### config.mk
export PLATFORM = sky130hd
export DESIGN_NAME = zigzag_agu
export DESIGN_NICKNAME = d
export VERILOG_FILES = /design/src/rtl/zigzag_agu.sv
export SDC_FILE = /design/constraint.sdc
export NUM_CORES = 1
export LEC_CHECK = 0
export CAP_MARGIN = 10
export CORE_MARGIN = 8
export CORE_UTILIZATION = 55
export CTS_BUF_LIST = sky130_fd_sc_hd__clkbuf_16
export CTS_CLUSTER_DIAMETER = 50
export CTS_CLUSTER_SIZE = 8
export DETAILED_ROUTE_END_ITERATION = 12
export DONT_BUFFER_PORTS = 1
export GPL_TIMING_DRIVEN = 0
export PLACE_DENSITY = 0.75
export SYNTH_ARGS = -nofsm -noshare
export SYNTH_HDL_FRONTEND = slang
export SYNTH_SLANG_ARGS = --single-unit
### constraint.sdc
create_clock -name clk -period 5.8 [get_ports clk]
set_clock_uncertainty 0.15 [all_clocks]
set_input_delay 1.16 -clock clk [delete_from_list [all_inputs] [get_ports clk]]
set_output_delay 1.16 -clock clk [all_outputs]
set_load 0.02 [all_outputs]
### src/rtl/zigzag_agu.sv
`default_nettype none
// ============================================================================
// Module   : zigzag_agu
// Brief    : Zig-zag (anti-diagonal) address generator for the bit-serial
//            multiply datapath. Walks every (weight bit, data bit) pair of a
//            pw x pd product one diagonal at a time. Each beat carries a
//            shift flag, a two's-complement sign flag and a last flag over a
//            valid/ready stream. A start/busy/done job handshake frames it.
// Options  : ZIGZAG_MSB_FIRST_EN - walk diagonals from k=pw+pd-2 down to 0.
// Revision : 1.0 - initial release
// ============================================================================
module zigzag_agu #(
    parameter int BWP = 4
) (
    input  logic           clk,
    input  logic           clr,
    input  logic           start,
    input  logic [BWP-1:0] pw,
    input  logic [BWP-1:0] pd,
    input  logic           sw,
    input  logic           sd,
    output logic           busy,
    output logic           valid,
    input  logic           ready,
    output logic [BWP-1:0] offw,
    output logic [BWP-1:0] offd,
    output logic           sh,
    output logic           neg,
    output logic           last,
    output logic           done
);

    // One extra bit so k = offw + offd and the bounds never wrap.
    localparam int KW = BWP + 1;
    localparam logic [KW-1:0]  c_one_k = KW'(1);
    localparam logic [BWP-1:0] c_one_w = BWP'(1);

    typedef enum logic [1:0] {
        S_IDLE = 2'd0,
        S_RUN  = 2'd1,
        S_FIN  = 2'd2
    } state_t;

    state_t         r_state;
    logic [BWP-1:0] r_pw, r_pd;
    logic           r_sw, r_sd;
    logic [KW-1:0]  r_k;
    logic [BWP-1:0] r_offw, r_offd;
    logic           r_sh, r_neg, r_last;
    logic           r_busy, r_valid, r_done;

    // Successor of the current beat, from the latched job parameters.
    logic [KW-1:0]  w_pw_m1, w_pd_m1;
    logic           w_in_diag;
    logic [KW-1:0]  w_k_nxt, w_dw, w_dd, w_k_adv;
    logic [BWP-1:0] w_offw_nxt, w_offd_nxt;
    logic           w_neg_nxt, w_last_nxt;

    assign w_pw_m1   = {1'b0, r_pw} - c_one_k;
    assign w_pd_m1   = {1'b0, r_pd} - c_one_k;
    // Stay on this diagonal while neither bound has been reached.
    assign w_in_diag = (r_offw != '0) && ({1'b0, r_offd} != w_pd_m1);
`ifdef ZIGZAG_MSB_FIRST_EN
    assign w_k_nxt   = r_k - c_one_k;
`else
    assign w_k_nxt   = r_k + c_one_k;
`endif
    // A new diagonal starts at the highest legal weight index.
    assign w_dw       = (w_k_nxt > w_pw_m1) ? w_pw_m1 : w_k_nxt;
    assign w_dd       = w_k_nxt - w_dw;
    assign w_k_adv    = w_in_diag ? r_k : w_k_nxt;
    assign w_offw_nxt = w_in_diag ? (r_offw - c_one_w) : w_dw[BWP-1:0];
    assign w_offd_nxt = w_in_diag ? (r_offd + c_one_w) : w_dd[BWP-1:0];
    assign w_neg_nxt  = (r_sw && ({1'b0, w_offw_nxt} == w_pw_m1)) ^
                        (r_sd && ({1'b0, w_offd_nxt} == w_pd_m1));
`ifdef ZIGZAG_MSB_FIRST_EN
    assign w_last_nxt = (w_offw_nxt == '0) && (w_offd_nxt == '0);
`else
    assign w_last_nxt = ({1'b0, w_offw_nxt} == w_pw_m1) &&
                        ({1'b0, w_offd_nxt} == w_pd_m1);
`endif

    // First beat of a job, taken straight from the start-time inputs.
    logic [KW-1:0]  w_pw_in_m1, w_pd_in_m1, w_k0;
    logic [BWP-1:0] w_ow0, w_od0;
    logic           w_neg0, w_last0, w_zero_job;

    assign w_pw_in_m1 = {1'b0, pw} - c_one_k;
    assign w_pd_in_m1 = {1'b0, pd} - c_one_k;
`ifdef ZIGZAG_MSB_FIRST_EN
    assign w_ow0 = pw - c_one_w;
    assign w_od0 = pd - c_one_w;
    assign w_k0  = w_pw_in_m1 + w_pd_in_m1;
`else
    assign w_ow0 = '0;
    assign w_od0 = '0;
    assign w_k0  = '0;
`endif
    assign w_neg0     = (sw && ({1'b0, w_ow0} == w_pw_in_m1)) ^
                        (sd && ({1'b0, w_od0} == w_pd_in_m1));
    assign w_last0    = (pw == c_one_w) && (pd == c_one_w);
    assign w_zero_job = (pw == '0) || (pd == '0);

    // MSBs of the diagonal-start values are bounded below 2^BWP by construction.
    logic w_unused;
    assign w_unused = &{1'b0, w_dw[BWP], w_dd[BWP]};

    // Job FSM; every output is a register so nothing passes input to output.
    always_ff @(posedge clk or posedge clr) begin
        if (clr) begin
            r_state <= S_IDLE;
            r_pw    <= '0;
            r_pd    <= '0;
            r_sw    <= 1'b0;
            r_sd    <= 1'b0;
            r_k     <= '0;
            r_offw  <= '0;
            r_offd  <= '0;
            r_sh    <= 1'b0;
            r_neg   <= 1'b0;
            r_last  <= 1'b0;
            r_busy  <= 1'b0;
            r_valid <= 1'b0;
            r_done  <= 1'b0;
        end else begin
            case (r_state)
                S_IDLE, S_FIN: begin
                    r_done  <= 1'b0;
                    r_state <= S_IDLE;
                    if (start) begin
                        if (w_zero_job) begin
                            r_state <= S_FIN;
                            r_done  <= 1'b1;
                        end else begin
                            r_pw    <= pw;
                            r_pd    <= pd;
                            r_sw    <= sw;
                            r_sd    <= sd;
                            r_k     <= w_k0;
                            r_offw  <= w_ow0;
                            r_offd  <= w_od0;
                            r_sh    <= 1'b0;
                            r_neg   <= w_neg0;
                            r_last  <= w_last0;
                            r_busy  <= 1'b1;
                            r_valid <= 1'b1;
                            r_state <= S_RUN;
                        end
                    end
                end
                S_RUN: begin
                    if (r_valid && ready) begin
                        if (r_last) begin
                            r_state <= S_FIN;
                            r_busy  <= 1'b0;
                            r_valid <= 1'b0;
                            r_done  <= 1'b1;
                            r_sh    <= 1'b0;
                            r_neg   <= 1'b0;
                            r_last  <= 1'b0;
                        end else begin
                            r_k    <= w_k_adv;
                            r_offw <= w_offw_nxt;
                            r_offd <= w_offd_nxt;
                            r_sh   <= ~w_in_diag;
                            r_neg  <= w_neg_nxt;
                            r_last <= w_last_nxt;
                        end
                    end
                end
                default: begin
                    r_state <= S_IDLE;
                    r_busy  <= 1'b0;
                    r_valid <= 1'b0;
                    r_done  <= 1'b0;
                end
            endcase
        end
    end

    assign busy  = r_busy;
    assign valid = r_valid;
    assign offw  = r_offw;
    assign offd  = r_offd;
    assign sh    = r_sh;
    assign neg   = r_neg;
    assign last  = r_last;
    assign done  = r_done;

endmodule
`default_nettype wire

==> impl_metrics.prom, run 1 <==
# TYPE chip_impl_metric gauge
chip_impl_metric{name="postCtsHoldBufs",unit=""} 0
chip_impl_info{name="status",value="complete, no violations"} 1
chip_impl_metric{name="dp_hpwl",unit="mm"} 3.53
chip_impl_metric{name="via_count",unit=""} 1701
chip_impl_metric{name="tritoncts.num_buffers",unit=""} 5
chip_impl_metric{name="htree_levels",unit=""} 2
chip_impl_metric{name="critical_path.max_fanout",unit=""} 10
chip_impl_metric{name="timing.critical_path.slowest_cell_delay",unit="ns"} 0.49
chip_impl_info{name="dominantRegCellSynth",value="sky130_fd_sc_hd__dfrtp_1"} 1
chip_impl_info{name="critical_path.most_common_cell",value="sky130_fd_sc_hd__ha_1"} 1
chip_impl_info{name="crit_chain",value="ha_1, xnor2_1, inv_1, ha_1, a21oi_1, o221ai_1, o21ai_0, clkbuf_1, nor2_1, a21oi_1, ha_1, inv_1, fa_1, xnor2_1, mux2i_1, mux2_1, o311ai_1, nand3_2, nor4_1, o22a_1"} 1
chip_impl_metric{name="max_cap_violations",unit=""} 0
chip_impl_metric{name="global_route_wire_length_before_repair",unit="mm"} 7.91
chip_impl_info{name="clock_tree.root_cell",value="sky130_fd_sc_hd__clkbuf_16"} 1
chip_impl_metric{name="grt_max_degree",unit=""} 30
chip_impl_metric{name="setup_viol",unit=""} 0
chip_impl_info{name="crit_type",value="reg2reg"} 1
chip_impl_metric{name="reg2regPathDepth",unit=""} 20
chip_impl_metric{name="filler_cell_count",unit=""} 305
chip_impl_metric{name="fp.dieArea",unit="sq um"} 6060
chip_impl_metric{name="die_width",unit="microns"} 77.8
chip_impl_metric{name="post_synth_inst_count",unit=""} 229
chip_impl_metric{name="post_synth_instance_area",unit="sq um"} 2100
chip_impl_info{name="r2r_start",value="r_k[0]"} 1
chip_impl_metric{name="max_slew_margin",unit=""} 0.436
chip_impl_metric{name="grt.met2_usage",unit=""} 0.256
chip_impl_metric{name="max_slew.worst_pin.slew",unit="ns"} 0.838
chip_impl_metric{name="synth_seq_area_share",unit=""} 0.345
chip_impl_metric{name="post_synth_num_cell_types",unit=""} 46
chip_impl_metric{name="worst_hold_path.num_cells",unit=""} 1
chip_impl_metric{name="post_drt_wl_per_cell",unit="microns"} 16.1
chip_impl_metric{name="groute.layer.met3.usage",unit=""} 0.0576
chip_impl_metric{name="overflow",unit=""} 0
chip_impl_metric{name="finalSetupTns",unit="ns"} 0
chip_impl_metric{name="use_met1",unit=""} 0.194
chip_impl_metric{name="cts-resized-gates",unit=""} 0
chip_impl_info{name="cts_tree",value="yes"} 1
chip_impl_metric{name="row_count",unit=""} 22
chip_impl_info{name="holdCritPathClass",value="reg2reg"} 1
chip_impl_metric{name="track_usage",unit=""} 0.162
chip_impl_metric{name="fmax",unit="MHz"} 200
chip_impl_metric{name="finalCritPeriodShare",unit=""} 0.862
chip_impl_info{name="whs_endpoint",value="r_sd"} 1
chip_impl_info{name="worst_setup_path_end_kind",value="flip-flop"} 1
chip_impl_metric{name="first_global_vias",unit=""} 1703
chip_impl_metric{name="postSynth.asyncResetShare",unit=""} 1.00
chip_impl_info{name="grt_peak_use_layer",value="met2"} 1
chip_impl_metric{name="fin_nets",unit=""} 266
chip_impl_metric{name="drt-initial-drc-count",unit=""} 93
chip_impl_metric{name="antenna_cells_inserted",unit=""} 0
chip_impl_metric{name="drive_above_1_share",unit=""} 0.109
chip_impl_metric{name="slew_violations",unit=""} 0
chip_impl_metric{name="cp_num_buf_inv",unit=""} 3
chip_impl_metric{name="wl",unit="mm"} 4.61
chip_impl_metric{name="start_util",unit=""} 0.574
chip_impl_metric{name="worstPathArrival",unit="ns"} 5.06
chip_impl_metric{name="edff_count_synth",unit=""} 0
chip_impl_metric{name="yosysWarningCount",unit=""} 0
chip_impl_metric{name="number_of_buffers_added_for_setup_after_cts",unit=""} 0
chip_impl_metric{name="cts_sinks",unit=""} 29
chip_impl_metric{name="syn-mean-instance-area",unit="sq um"} 9.18
chip_impl_metric{name="final_antenna_net_count",unit=""} 0
chip_impl_info{name="rr_endpoint",value="last"} 1
chip_impl_info{name="critical-path-slowest-cell",value="sky130_fd_sc_hd__dfrtp_1"} 1
chip_impl_metric{name="area_delta_synth_final",unit="%"} 11.9
chip_impl_metric{name="boundaryPins",unit=""} 28
chip_impl_metric{name="cts.clk_slew.worst_paths",unit="ns"} 0.05
chip_impl_metric{name="synth.net_count",unit=""} 258
chip_impl_metric{name="drt_pass1_iterations",unit=""} 4
chip_impl_metric{name="antenna_found_initial",unit=""} 0
chip_impl_metric{name="clk_path_buf_depth",unit=""} 2
chip_impl_metric{name="timing.final.hold_violations",unit=""} 0
chip_impl_info{name="commonest_non_fill_non_tap_cells_in_the_layout",value="sky130_fd_sc_hd__dfrtp_1, sky130_fd_sc_hd__nand2_1, sky130_fd_sc_hd__o21ai_0, sky130_fd_sc_hd__inv_1, sky130_fd_sc_hd__xnor2_1"} 1
chip_impl_info{name="hold_path.startpoint",value="r_sd"} 1
chip_impl_metric{name="period_needed",unit="ns"} 5.00
chip_impl_metric{name="viasPerCell",unit=""} 5.95
chip_impl_metric{name="ys_seq_elements",unit=""} 29
chip_impl_metric{name="remaining_drc_errors",unit=""} 0
chip_impl_metric{name="die_y",unit="microns"} 77.8
chip_impl_info{name="startpoint_type",value="flip-flop"} 1
chip_impl_metric{name="gp_routability_congestion",unit=""} 0.905
chip_impl_info{name="timing.critical_path.max_delay_family",value="adder cells"} 1
chip_impl_metric{name="clock_insertion_delay_worst_skew",unit="ns"} 0.28
chip_impl_metric{name="fp.coreArea",unit="sq um"} 3660
chip_impl_metric{name="port_buffers",unit=""} 0
chip_impl_metric{name="worst-r2r-setup-slack",unit="ns"} 0.80
chip_impl_metric{name="worst_ep_required_time",unit="ns"} 5.86
chip_impl_info{name="grt_setup_unrepaired",value="no"} 1
chip_impl_info{name="most_common_cell_after_layout_fill_and_taps_aside",value="sky130_fd_sc_hd__dfrtp_1"} 1
routing by layer:
metal	part of all wire	vias to the layer above	wire length, microns
li1	-	830	-
met5	0	-	0
met1	0.45	823	2070
met3	0.061	9	280
met4	0.019	0	87
met2	0.47	39	2180
state kept, by name (all words and copies together) (netlist names):
signal / cells
valid: 1
offd: 4
offw: 4
r_pw: 4
r_sw: 1
r_pd: 4
sh: 1
r_state: 2
neg: 1
r_k: 5
r_sd: 1
last: 1
stage by stage:
step	setup WS [ns]	area, sq um	instances	util	hold slack (ns)
floorplan	1.53	2100	229	-	0.330
global placement	0.929	2160	277	0.591	0.360
detailed placement	0.811	2160	277	0.591	0.360
CTS	0.793	2320	285	0.635	0.374
global route	0.347	2350	286	0.643	0.393
finish	0.801	2350	286	0.643	0.375
Yosys cell counts (7+ instances only):
master | instances | area (sq um)
sky130_fd_sc_hd__a21oi_1 | 11 | 55.1
sky130_fd_sc_hd__nor2_1 | 13 | 48.8
sky130_fd_sc_hd__xnor2_1 | 16 | 140
sky130_fd_sc_hd__o21ai_0 | 20 | 100
sky130_fd_sc_hd__nand3_1 | 7 | 35.0
sky130_fd_sc_hd__dfrtp_1 | 29 | 726
sky130_fd_sc_hd__ha_1 | 14 | 175
sky130_fd_sc_hd__nor3_1 | 7 | 35.0
sky130_fd_sc_hd__a22o_1 | 7 | 61.3
sky130_fd_sc_hd__inv_1 | 15 | 56.3
sky130_fd_sc_hd__xor2_1 | 9 | 78.8
sky130_fd_sc_hd__nand2_1 | 24 | 90.1
worst register-to-register path, delay by kind of cell, from the launching register on:
kind / cells / cell delay (ns)
buf+inv: 3 / 0.57
flops: 1 / 0.49
simple gates: 3 / 0.46
compound gates: 6 / 0.93
fa+ha+maj: 4 / 1.24
xor+xnor: 2 / 0.42
mux: 2 / 0.69
logic make-up after synthesis:
group | synth area share
compound gates | 0.157
mux | 0.0613
buf+inv | 0.0440
simple gates | 0.177
flops | 0.345
xor+xnor | 0.123
fa+ha+maj | 0.0929
layout make-up:
class / instances / area, sq um / area share
clock inverter: 3 / 37.5 / 0.0160
timing repair buffer: 1 / 27.5 / 0.0117
tap: 48 / 60.1 / 0.0255
inverter: 15 / 56.3 / 0.0239
buffer: 7 / 36.3 / 0.0154
multi-input combinational: 178 / 1280 / 0.546
clock buffer: 5 / 125 / 0.0532
sequential: 29 / 726 / 0.309
worst max-delay path by stage:
stage | startpoint | endpoint | slack (ns) | cells after the start
2_1_floorplan | r_k[0] | last | 1.53 | 20
3_3_place_gp | r_k[0] | neg | 0.93 | 20
5_1_grt | r_k[0] | last | 0.35 | 20
4_1_cts | r_k[0] | last | 0.79 | 19
3_5_place_dp | r_k[0] | last | 0.81 | 19
6_report | r_k[0] | last | 0.80 | 20
Power of run 1 is left out: the tool's default activity adds up to more than one toggle a clock period on the data nets, which glitch-free logic cannot reach.
==> inputs of run 2 (changes only) <==
--- a/config.mk
+++ b/config.mk
@@ -5,6 +5,7 @@
 export SDC_FILE = /design/constraint.sdc
 export NUM_CORES = 1
 export LEC_CHECK = 0
+export ABC_AREA = 0
 export CAP_MARGIN = 10
 export CORE_MARGIN = 8
 export CORE_UTILIZATION = 55
==> results of run 2 <==
The final DEF is identical to that of run 1; final timing and power are the same.
Power of run 2 is left out for the same reason.
